**config.mk**
```make
export PLATFORM = sky130hd
export DESIGN_NAME = fetch_unit
export DESIGN_NICKNAME = d
export VERILOG_FILES = /design/src/rtl/fetch_unit_pkg.sv /design/src/rtl/fetch_unit_buffer.sv /design/src/rtl/fetch_unit.sv
export SDC_FILE = /design/constraint.sdc
export NUM_CORES = 1
export LEC_CHECK = 0
export CORE_MARGIN = 5
export CORE_UTILIZATION = 53
export DETAILED_ROUTE_END_ITERATION = 10
export GPL_ROUTABILITY_DRIVEN = 0
export PLACE_DENSITY = 0.83
export SYNTH_ARGS = -nofsm -noshare
export SYNTH_HDL_FRONTEND = slang
export SYNTH_SLANG_ARGS = --single-unit
```
**constraint.sdc**
```tcl
create_clock -name clock -period 6.5 [get_ports clock]
set_input_delay 1.3 -clock clock [delete_from_list [all_inputs] [get_ports clock]]
set_output_delay 1.3 -clock clock [all_outputs]
set_load 0.02 [all_outputs]
```
**src/rtl/fetch_unit_pkg.sv**
```systemverilog
// Shared types and helpers for the instruction fetch stage and its buffer.
package fetch_unit_pkg;

    localparam int INSTRUCTION_WIDTH = 32;

    typedef enum logic [1:0] {
        ST_REQUEST = 2'd0,
        ST_WAIT    = 2'd1,
        ST_DISCARD = 2'd2,
        ST_FAULT   = 2'd3
    } fetch_state_t;

    typedef struct packed {
        logic [INSTRUCTION_WIDTH-1:0] instruction;
        logic [31:0]                  pc;
    } fetch_entry_t;

    function automatic logic [31:0] next_pc(input logic [31:0] pc);
        return pc + 32'd4;
    endfunction

endpackage

```
**src/rtl/fetch_unit_buffer.sv**
```systemverilog
// Small power-of-two FIFO of fetched {instruction, pc} entries; flush beats push and pop.
module fetch_buffer
    import fetch_unit_pkg::*;
#(
    parameter int DEPTH = 2,
    localparam int AW = $clog2(DEPTH)
) (
    input  logic         clk_i,
    input  logic         rst_i,
    input  logic         push_i,
    input  fetch_entry_t push_entry_i,
    input  logic         pop_i,
    input  logic         flush_i,
    output fetch_entry_t head_o,
    output logic [AW:0]  count_o,
    output logic         full_o,
    output logic         empty_o
);

    fetch_entry_t  mem_q [DEPTH];
    logic [AW-1:0] rd_ptr_q;
    logic [AW-1:0] wr_ptr_q;
    logic [AW:0]   count_q;
    logic          do_push;
    logic          do_pop;

    assign full_o  = (count_q == (AW+1)'(DEPTH));
    assign empty_o = (count_q == '0);
    assign count_o = count_q;
    assign head_o  = mem_q[rd_ptr_q];

    // A pop frees the slot in the same cycle, so a full buffer can still take a push.
    assign do_pop  = pop_i && !empty_o;
    assign do_push = push_i && (!full_o || do_pop);

    always_ff @(posedge clk_i) begin
        if (rst_i || flush_i) begin
            rd_ptr_q <= '0;
            wr_ptr_q <= '0;
            count_q  <= '0;
        end else begin
            if (do_push) begin
                mem_q[wr_ptr_q] <= push_entry_i;
                wr_ptr_q        <= wr_ptr_q + AW'(1);
            end
            if (do_pop) begin
                rd_ptr_q <= rd_ptr_q + AW'(1);
            end
            count_q <= count_q + (AW+1)'(do_push) - (AW+1)'(do_pop);
        end
    end

endmodule

```
**src/rtl/fetch_unit.sv**
```systemverilog
// Fetch stage: owns the PC, keeps at most one memory read in flight and buffers results for decode.
module fetch_unit
    import fetch_unit_pkg::*;
#(
    parameter logic [31:0] RESET_PC     = 32'h0000_0000,
    parameter int          BUFFER_DEPTH = 2
) (
    // Every channel transfers on a cycle where valid && ready; a raised valid (and its
    // payload) stays put until that transfer happens or a redirect cancels it.
    input  logic         clock,
    input  logic         reset,
    output logic         mem_req_valid,
    input  logic         mem_req_ready,
    output logic [31:0]  mem_req_addr,
    input  logic         mem_resp_valid,
    input  logic [31:0]  mem_resp_data,
    input  logic         mem_resp_error,
    input  logic         redirect_valid,
    input  logic [31:0]  redirect_target,
    output logic         decode_valid,
    input  logic         decode_ready,
    output logic [31:0]  decode_instruction,
    output logic [31:0]  decode_pc,
    output logic         fetch_fault,
    output fetch_state_t debug_state
);

    localparam int AW = $clog2(BUFFER_DEPTH);

    fetch_state_t state_q;
    logic [31:0]  pc_q;
    logic [31:0]  req_addr_q;
    logic         req_valid_q;
    logic         fault_q;

    fetch_entry_t head;
    fetch_entry_t push_entry;
    logic [AW:0]  count;
    logic [AW:0]  count_next;
    logic         full;
    logic         empty;
    logic         push;
    logic         pop;
    logic         flush;
    logic         accept;
    logic         redirect;
    logic         resp_in_wait;
    logic         outstanding_after;
    logic         room_next;

    assign accept       = req_valid_q && mem_req_ready;
    assign redirect     = redirect_valid && (state_q != ST_FAULT);
    assign resp_in_wait = (state_q == ST_WAIT) && mem_resp_valid && !redirect;
    assign push         = resp_in_wait && !mem_resp_error && !full;
    assign pop          = decode_valid && decode_ready;
    assign flush        = redirect || (resp_in_wait && mem_resp_error);
    assign push_entry   = '{instruction: mem_resp_data, pc: pc_q};

    // A response landing in the redirect cycle retires the request, so only a still-open
    // request sends the redirect through DISCARD.
    assign outstanding_after = ((state_q == ST_WAIT) || (state_q == ST_DISCARD)) ? !mem_resp_valid
                                                                                  : accept;

    always_comb begin
        count_next = count;
        if (flush) begin
            count_next = '0;
        end else begin
            count_next = count + (AW+1)'(push) - (AW+1)'(pop);
        end
    end

    assign room_next = (count_next < (AW+1)'(BUFFER_DEPTH));

    always_ff @(posedge clock) begin
        if (reset) begin
            state_q     <= ST_REQUEST;
            pc_q        <= RESET_PC;
            req_valid_q <= 1'b0;
            req_addr_q  <= '0;
            fault_q     <= 1'b0;
        end else if (redirect) begin
            req_valid_q <= 1'b0;
            if (redirect_target[1:0] != 2'b00) begin
                state_q <= ST_FAULT;
                fault_q <= 1'b1;
            end else begin
                pc_q <= redirect_target;
                if (outstanding_after) begin
                    state_q <= ST_DISCARD;
                end else begin
                    state_q     <= ST_REQUEST;
                    req_valid_q <= 1'b1;
                    req_addr_q  <= redirect_target;
                end
            end
        end else begin
            case (state_q)
                ST_REQUEST: begin
                    if (accept) begin
                        state_q     <= ST_WAIT;
                        req_valid_q <= 1'b0;
                    end else if (!req_valid_q && room_next) begin
                        req_valid_q <= 1'b1;
                        req_addr_q  <= pc_q;
                    end
                end
                ST_WAIT: begin
                    if (mem_resp_valid) begin
                        if (mem_resp_error) begin
                            state_q <= ST_FAULT;
                            fault_q <= 1'b1;
                        end else begin
                            pc_q        <= next_pc(pc_q);
                            state_q     <= ST_REQUEST;
                            req_valid_q <= room_next;
                            req_addr_q  <= next_pc(pc_q);
                        end
                    end
                end
                ST_DISCARD: begin
                    if (mem_resp_valid) begin
                        state_q     <= ST_REQUEST;
                        req_valid_q <= room_next;
                        req_addr_q  <= pc_q;
                    end
                end
                default: begin
                    state_q <= ST_FAULT;
                end
            endcase
        end
    end

    fetch_buffer #(
        .DEPTH(BUFFER_DEPTH)
    ) u_buffer (
        .clk_i       (clock),
        .rst_i       (reset),
        .push_i      (push),
        .push_entry_i(push_entry),
        .pop_i       (pop),
        .flush_i     (flush),
        .head_o      (head),
        .count_o     (count),
        .full_o      (full),
        .empty_o     (empty)
    );

    assign mem_req_valid      = req_valid_q;
    assign mem_req_addr       = req_addr_q;
    assign decode_valid       = !empty;
    assign decode_instruction = empty ? '0 : head.instruction;
    assign decode_pc          = empty ? '0 : head.pc;
    assign fetch_fault        = fault_q;
    assign debug_state        = state_q;

endmodule

```
==> results of run 1 <==
-- cell type report --
type	count	area (µm²)
multi-input combinational	612	3720
inverter	8	30.0
clock inverter	4	42.5
clock buffer	31	578
tap	225	282
sequential	201	5310
timing repair buffer	180	1770
fill	1349	5560
-- placed cells by master, fill, tap and decap left out, types with 3 or more instances in the layout --
cell	n
or3_1	3
buf_4	9
nand3_1	25
o21ai_0	30
a311oi_1	3
nand2b_1	4
and3_1	9
and2_1	5
a21oi_2	10
dfxtp_1	72
a21oi_1	53
a22oi_1	5
o22ai_1	6
and4_1	4
xor2_1	15
a31oi_1	11
nor2b_1	4
clkbuf_16	21
o31ai_1	11
inv_1	8
a211o_1	16
a211oi_1	8
clkdlybuf4s50_1	170
mux2i_1	65
nand2_1	93
edfxtp_1	128
xnor2_1	18
clkbuf_1	7
nor3_1	17
nor2_1	130
nand4_1	17
ha_1	7
nor4_1	5
-- report_power, final --
| part | internal (mW) | switching [mW] |
|---|---|---|
| clock network | 0.650 | 0.453 |
| registers | 1.40 | 0.0463 |
| logic | 0.194 | 0.258 |
| total | 2.24 | 0.757 |
-- worst max-delay path, cell delays in order, from the launching register on --
cell	delay, ns
dfxtp_4	1.06
mux2i_1	0.23
nor2_1	0.18
clkdlybuf4s50_1	0.64
-- routing by layer --
layer  global-route usage, %  share of wire [%]  vias to the layer above
met1                    32.1                 44                     3299
li1                        -                  -                     3483
met3                    4.02                 10                       32
met4                    5.10                1.5                        0
met2                    31.5                 44                      371
met5                       0                  0                        -
-- cells by family (layout without fill, tap and decap cells) --
logic type | Yosys count | in the layout | share of synthesized area (%)
and+or+nand+nor | 336 | 336 | 16.6
DFF | 201 | 201 | 56.8
AOI/OAI and AO/OA | 171 | 171 | 11.9
buffers and inverters | 77 | 223 | 3.59
muxes | 65 | 65 | 6.97
xor gates and xnor gates | 33 | 33 | 3.10
adders and majority gates | 7 | 7 | 0.938
-- flip-flops by register name, summed over array words and instances, names as in the netlist, named ones only --
signal	count
fetch_fault	1
u_buffer.count_o	2
pc_q	32
mem_req_addr	32
debug_state	2
u_buffer.rd_ptr_q	1
u_buffer.mem_q	128
mem_req_valid	1
u_buffer.wr_ptr_q	1
-- through the flow --
stage / hold WS (ns) / setup WS [ns]
detailed placement: 0.447 / 2.51
global placement: 0.441 / 2.54
floorplan: 0.420 / 1.39
CTS: 0.460 / 2.45
finish: 0.463 / 2.51
global route: 0.475 / 2.35
-- worst max-delay path by stage --
stage,from,endpoint,slack (ns),cells past startpoint
floorplan,redirect_valid,u_buffer.mem_q[0][0]$_DFFE_PP_,1.39,6
global placement,redirect_valid,pc_q[28]$_SDFFE_PP0P_,2.54,6
detailed placement,redirect_valid,pc_q[28]$_SDFFE_PP0P_,2.51,6
CTS,flop,decode_pc[30],2.45,3
global route,flop,decode_pc[30],2.35,3
finish,flop,decode_pc[30],2.51,3
==> flow_summary.toml, run 1 <==
[setup_path]
critical_path.max_fanout = 64
rr_startpoint = "debug_state[1]$_SDFFE_PP0P_"
path_class = "reg2out"
r2r_end = "pc_q[28]$_SDFFE_PP0P_"
ff2ff_path_depth = 6
end_kind = "output port"
ff2ff_setup_slack_ns = 3.65
worstPathArrival_ns = 2.69
start_kind = "flop"
required_ns = 5.20

[detailed_routing]
wl_per_cell_um = 17.6
firstDrtPassIters = 5
finalWirelength_um = 22200
vias = 7185
drt-initial-drc-count = 778
ant_nets = 0
routed_via_density = 5.70
drc = 0

[yosys]
synth_edf_count = 128
syn-num-nets = 968
synth-seq-cells = 201
async_flop_share_pct = 0
netlist_instances = 890
synth_flop_cell = "edfxtp_1"
synth_top_cell_by_area = "edfxtp_1"
synthesis.area_um2 = 9330
yosys_warnings = 0
synth_area_leaders = "edfxtp_1, dfxtp_1, mux2i_1"
yosysMostFrequentCell = "nor2_1"
synth_top_cells_by_count = "nor2_1, edfxtp_1, nand2_1"
avgSynthCellArea_um2 = 10.5
yosysTopAreaCellShare_pct = 41.2
synth_cell_types = 59
synth_seq_area_share_pct = 56.8

[die]
pin_count = 172
dieArea_um2 = 20400
rows = 48
fp.dieW_um = 143
core-area_um2 = 17300
start_util_pct = 54.0
die_h_um = 143

[placement]
port-buffer-count = 171
dp_cells = 1226
place_area_um2 = 11100
dp_hpwl_um = 14600

[cts]
cts_num_sinks = 201
cts_buffers = 20
h-tree-depth = 1
cts_tree = "done"
hold_buffers = 0
postCtsSetupBuffers = 0
clock-root-buffer = "clkbuf_16"
cts_resized = 0
clk_path_buf_depth = 3
clock_latency_ns = 0.49
clk_pin_slew_ns = 0.06

[layout]
drive_gt1_share_pct = 5.79
final_core_util_pct = 67.8
instances_no_fill = 1261
areaGrowthSynthToFinish_pct = 25.7
final_area_um2 = 11700
fin_nets = 1101
insertedDiodeCount = 0

[timing]
slew_headroom_pct = 22.5
fmax_ghz = 0.250
slew_violations = 0
clock-skew-final_ns = 0.0158
worst_pin_slew_ns = 1.16
setup_violations = 0
post-route-min-period_ns = 3.99
min_period_over_period_pct = 61.4
rsz0062_at_grt = "false"
finalHoldViolations = 0
fin_tns_setup_ns = 0

[grt]
grt_util_all_layers_pct = 21.1
grt_pass1_vias = 6614
grt_pass1_wl_um = 35000
grt_antenna_before_repair = 0
grt_max_degree = 77
grt_remaining_overflow = 0

[power_and_ir_drop]
power_mw = 3.00
power.density_nw_per_um2 = 256
p_leak_nw = 3.80
peakVddDrop_uv = 191

[worst_hold_path]
min_from = "mem_req_addr[23]$_SDFFE_PP0P_"
hp-class = "reg2reg"
min_to = "mem_req_addr[23]$_SDFFE_PP0P_"
hold_path_depth = 2

[job]
drv_cap = 0

[outcome]
status = "finished clean"
(Power assumes the default switching activity.)
==> run 2: changes to the inputs <==
clock period = 4.15 ns   (was 6.5 ns; I/O delays follow)
==> run 2 against run 1 <==
Sequential share of layout area fell by 0.28 points; global-route usage rose by 0.76 points; worst setup slack got worse by 1.7 ns; cell area rose by 0.63%; critical endpoint is now decode_instruction[12]; combinational power rose by 56%; register-to-register slack got worse by 2.3 ns; critical path type unchanged.
==> flow_summary.toml, run 2 (synthesized netlist as in run 1, its figures left out) <==
[timing]
setup_violations = 0
finalHoldViolations = 0
post-route-min-period_ns = 3.37
clock-skew-final_ns = 0.0221
min_period_over_period_pct = 81.1
fmax_ghz = 0.297
slew_violations = 0
rsz0062_at_grt = "false"
fin_tns_setup_ns = 0
setup_ws_ns = 0.784
worst_pin_slew_ns = 0.989
slew_headroom_pct = 34.1

[layout]
final_common_cell = "clkdlybuf4s50_1"
fin_nets = 1106
areaGrowthSynthToFinish_pct = 26.5
final_cell_mix = "clkdlybuf4s50_1, nor2_1, edfxtp_1, nand2_1, dfxtp_1"
drive_gt1_share_pct = 6.53
largest_reg_flops = 128
largest-register = "u_buffer.mem_q"
insertedDiodeCount = 0
fillers = 1308

[cts]
clk_pin_slew_ns = 0.06
cts_resized = 0
clk_path_buf_depth = 3
postCtsSetupBuffers = 0
h-tree-depth = 1
cts_tree = "done"
cts_num_sinks = 201
hold_buffers = 0
clock-root-buffer = "clkbuf_16"
cts_buffers = 21
clock_latency_ns = 0.49

[power_and_ir_drop]
p_int_mw = 3.55
pwr-share-comb_pct = 14.9
seqPwrFrac_pct = 47.7
peakVddDrop_uv = 285
power.switching_mw = 1.20
clockPowerShare_pct = 37.4
power.density_nw_per_um2 = 402
p_leak_nw = 3.84
switching_share_pct = 25.2

[detailed_routing]
drt-initial-drc-count = 843
vias = 7212
ant_nets = 0
drc = 0
finalWirelength_um = 22300
firstDrtPassIters = 5
routed_via_density = 5.69
wl_per_cell_um = 17.6

[grt]
grt_remaining_overflow = 0
grt_max_degree = 76
grt_util_all_layers_pct = 21.9
grt_antenna_before_repair = 0
grt_pass1_vias = 6975
grt_pass1_wl_um = 36400

[die]
fp.dieW_um = 143
core-area_um2 = 17300
start_util_pct = 54.0
pin_count = 172
die_h_um = 143
rows = 48
dieArea_um2 = 20400

[job]
drv_cap = 0

[worst_hold_path]
min_from = "mem_req_addr[11]$_SDFFE_PP0P_"
hp-class = "reg2reg"

[setup_path]
worstPathArrival_ns = 2.54
end_kind = "output port"
path_class = "reg2out"
required_ns = 3.32
critical_path.max_fanout = 40
start_kind = "flop"
rr_startpoint = "debug_state[1]$_SDFFE_PP0P_"

[placement]
port-buffer-count = 171
dp_hpwl_um = 15100
dp_slack_ns = 0.610

[outcome]
status = "finished clean"
==> run 2: power by group through the flow <==
stage / logic (mW) / registers, mW / clock network [mW]
2_1_floorplan: 0.391 / 2.34 / 0
3_3_place_gp: 0.690 / 2.30 / 0
3_5_place_dp: 0.700 / 2.30 / 0
4_1_cts: 0.705 / 2.26 / 1.81
5_1_grt: 0.771 / 2.27 / 1.91
6_report: 0.707 / 2.26 / 1.77
==> run 2: metal layers <==
layer | wire length [µm] | up-vias | GRT usage (%) | share of wire, %
met1 | 10000 | 3337 | 32.2 | 45
li1 | - | 3500 | - | -
met3 | 2050 | 36 | 4.66 | 9.2
met2 | 9790 | 339 | 33.4 | 44
met5 | 0 | - | 0 | 0
met4 | 451 | 0 | 5.40 | 2.0
==> run 2: final cells by class <==
class	instances	area (µm²)	area share [%]
Timing Repair Buffer	184	1800	15.3
Sequential cell	201	5310	45.0
Tap cell	225	282	2.38
Multi-Input combinational cell	612	3720	31.5
Clock buffer	32	628	5.32
Inverter	8	30.0	0.254
Clock inverter	5	36.3	0.307
==> run 2: final timing paths <==
path                            cells past startpoint  slack [ns]                            end
worst max-delay path                                4        0.78         decode_instruction[12]
worst min-delay path                                2        0.46  mem_req_addr[11]$_SDFFE_PP0P_
worst min register to register                      2        0.46  mem_req_addr[11]$_SDFFE_PP0P_
worst max register to register                      7        1.32  mem_req_addr[17]$_SDFFE_PP0P_
==> run 2: critical path, cell delays in order, from the launching register on <==
cell	delay [ns]
dfxtp_4	0.80
buf_4	0.38
mux2i_1	0.23
nor2_1	0.06
clkdlybuf4s50_1	0.58
==> run 2: through the flow <==
step | power, mW | cell area (µm²) | instances | hold WS, ns | utilization, %
after CTS | 4.78 | 11800 | 1267 | 0.459 | 68.3
after global placement | 2.99 | 11100 | 1230 | 0.449 | 64.4
final | 4.75 | 11800 | 1267 | 0.460 | 68.3
after detailed placement | 3.00 | 11100 | 1230 | 0.446 | 64.4
after floorplan | 2.73 | 9340 | 890 | 0.420 | -
after global routing | 4.95 | 11800 | 1267 | 0.485 | 68.3
==> run 3: changes to the inputs <==
clock period = 3.34 ns   (was 4.15 ns; I/O delays follow)
==> run 3 against run 2 <==
Routed wire length is 1.7% higher; utilization is 0.64 points higher; critical endpoint is now decode_pc[23]; via count is 1.5% higher; register-to-register slack worse by 0.74 ns; clock-buffer cell count is 3 lower; clock power is 25% higher.
==> flow_summary.toml, run 3 (synthesized netlist as in run 1, its figures left out) <==
[outcome]
status = "finished clean"

[detailed_routing]
firstDrtPassIters = 5
ant_nets = 0
wl_per_cell_um = 17.8
drt-initial-drc-count = 753
drc = 0
vias = 7323
finalWirelength_um = 22700
routed_via_density = 5.76

[cts]
cts_resized = 0
cts_buffers = 21
clock_latency_ns = 0.48
cts_num_sinks = 201
clk_pin_slew_ns = 0.06
clock-root-buffer = "clkbuf_16"
postCtsSetupBuffers = 0
clk_path_buf_depth = 3
hold_buffers = 0
h-tree-depth = 1
cts_tree = "done"

[timing]
fin_tns_setup_ns = 0
slew_headroom_pct = 36.4
clock-skew-final_ns = 0.00926
setup_violations = 0
finalHoldViolations = 0
fmax_ghz = 0.337
post-route-min-period_ns = 2.97
rsz0062_at_grt = "false"
slew_violations = 0
min_period_over_period_pct = 88.8
worst_pin_slew_ns = 0.954

[power_and_ir_drop]
peakVddDrop_uv = 366
p_leak_nw = 3.88
power.density_nw_per_um2 = 498

[grt]
grt_util_all_layers_pct = 21.9
grt_max_degree = 76
grt_antenna_before_repair = 0
grt_pass1_vias = 6945
grt_remaining_overflow = 0
grt_pass1_wl_um = 36300

[layout]
fillers = 1309
final_cell_mix = "clkdlybuf4s50_1, nor2_1, edfxtp_1, nand2_1, dfxtp_1"
final_common_cell = "clkdlybuf4s50_1"
areaGrowthSynthToFinish_pct = 27.7
drive_gt1_share_pct = 7.07
fin_nets = 1111
largest_reg_flops = 128
instances_no_fill = 1272
insertedDiodeCount = 0
largest-register = "u_buffer.mem_q"

[placement]
port-buffer-count = 171
dp_cells = 1235
dp_hpwl_um = 15100

[worst_hold_path]
hp-class = "reg2reg"
hold_path_depth = 2

[setup_path]
ff2ff_path_depth = 10
required_ns = 2.67
critical_path.max_fanout = 22
path_class = "reg2out"
start_kind = "flop"
worstPathArrival_ns = 2.30
end_kind = "output port"

[die]
start_util_pct = 54.0
pin_count = 172
rows = 48
dieArea_um2 = 20400
fp.dieW_um = 143
core-area_um2 = 17300
die_h_um = 143

[job]
drv_cap = 0
## run 3: changes by cell type in the layout (fill, tap and decap cells not counted)
cell and delta:
buf_12 +7, inv_4 -2, clkbuf_8 -1, buf_4 -2
clkinv_1 +1, inv_8 -1, clkinv_4 -1, clkbuf_16 -1
clkbuf_2 +1, clkbuf_1 -2, bufinv_16 +1, clkinv_2 +5
## run 3: cell type report
type,count,area [µm²],area share (%)
clock buffer,29,587,4.92
timing repair buffer,189,1930,16.2
inverter,8,30.0,0.252
multi-input combinational,612,3720,31.2
clock inverter,8,62.6,0.525
sequential,201,5310,44.5
tap,225,282,2.36
## run 3: critical path: stages, from the launching register on
cell	delay, ns
dfxtp_4	0.59
buf_4	0.32
mux2i_1	0.25
nor2_1	0.07
clkdlybuf4s50_1	0.58
## run 3: metrics by stage
step / area, µm² / worst slack [ns] / total power [mW] / hold slack, ns / utilization [%]
2_1_floorplan: 9340 / 0.459 / 3.39 / 0.420 / -
3_5_place_dp: 11300 / 0.0900 / 3.76 / 0.451 / 65.2
3_3_place_gp: 11300 / 0.111 / 3.74 / 0.444 / 65.2
4_1_cts: 11900 / 0.339 / 5.97 / 0.464 / 68.9
5_1_grt: 11900 / 0.211 / 6.16 / 0.485 / 68.9
6_report: 11900 / 0.373 / 5.93 / 0.460 / 68.9
## run 3: report_power, final
part / leakage [nW] / switching (mW) / internal, mW
sequential: 1.76 / 0.0894 / 2.72
combinational: 1.80 / 0.511 / 0.399
clock: 0.326 / 0.910 / 1.30
total: 3.88 / 1.51 / 4.42
## run 3: final timing paths
kind	startpoint	to	slack (ns)
worst min register to register	mem_req_addr[5]$_SDFFE_PP0P_	mem_req_addr[5]$_SDFFE_PP0P_	0.46
worst min-delay path	mem_req_addr[5]$_SDFFE_PP0P_	mem_req_addr[5]$_SDFFE_PP0P_	0.46
worst max register to register	u_buffer.count_o[1]$_SDFF_PP0_	mem_req_addr[16]$_SDFFE_PP0P_	0.58
worst max-delay path	flop	decode_pc[23]	0.37
## run 3: layer usage
metal  track usage, %  share of wire (%)  vias to the layer above
met4             5.85                2.2                        0
met5                0                  0                        -
met2             33.2                 44                      386
met1             32.4                 44                     3377
li1                 -                  -                     3515
met3             4.15                9.9                       45
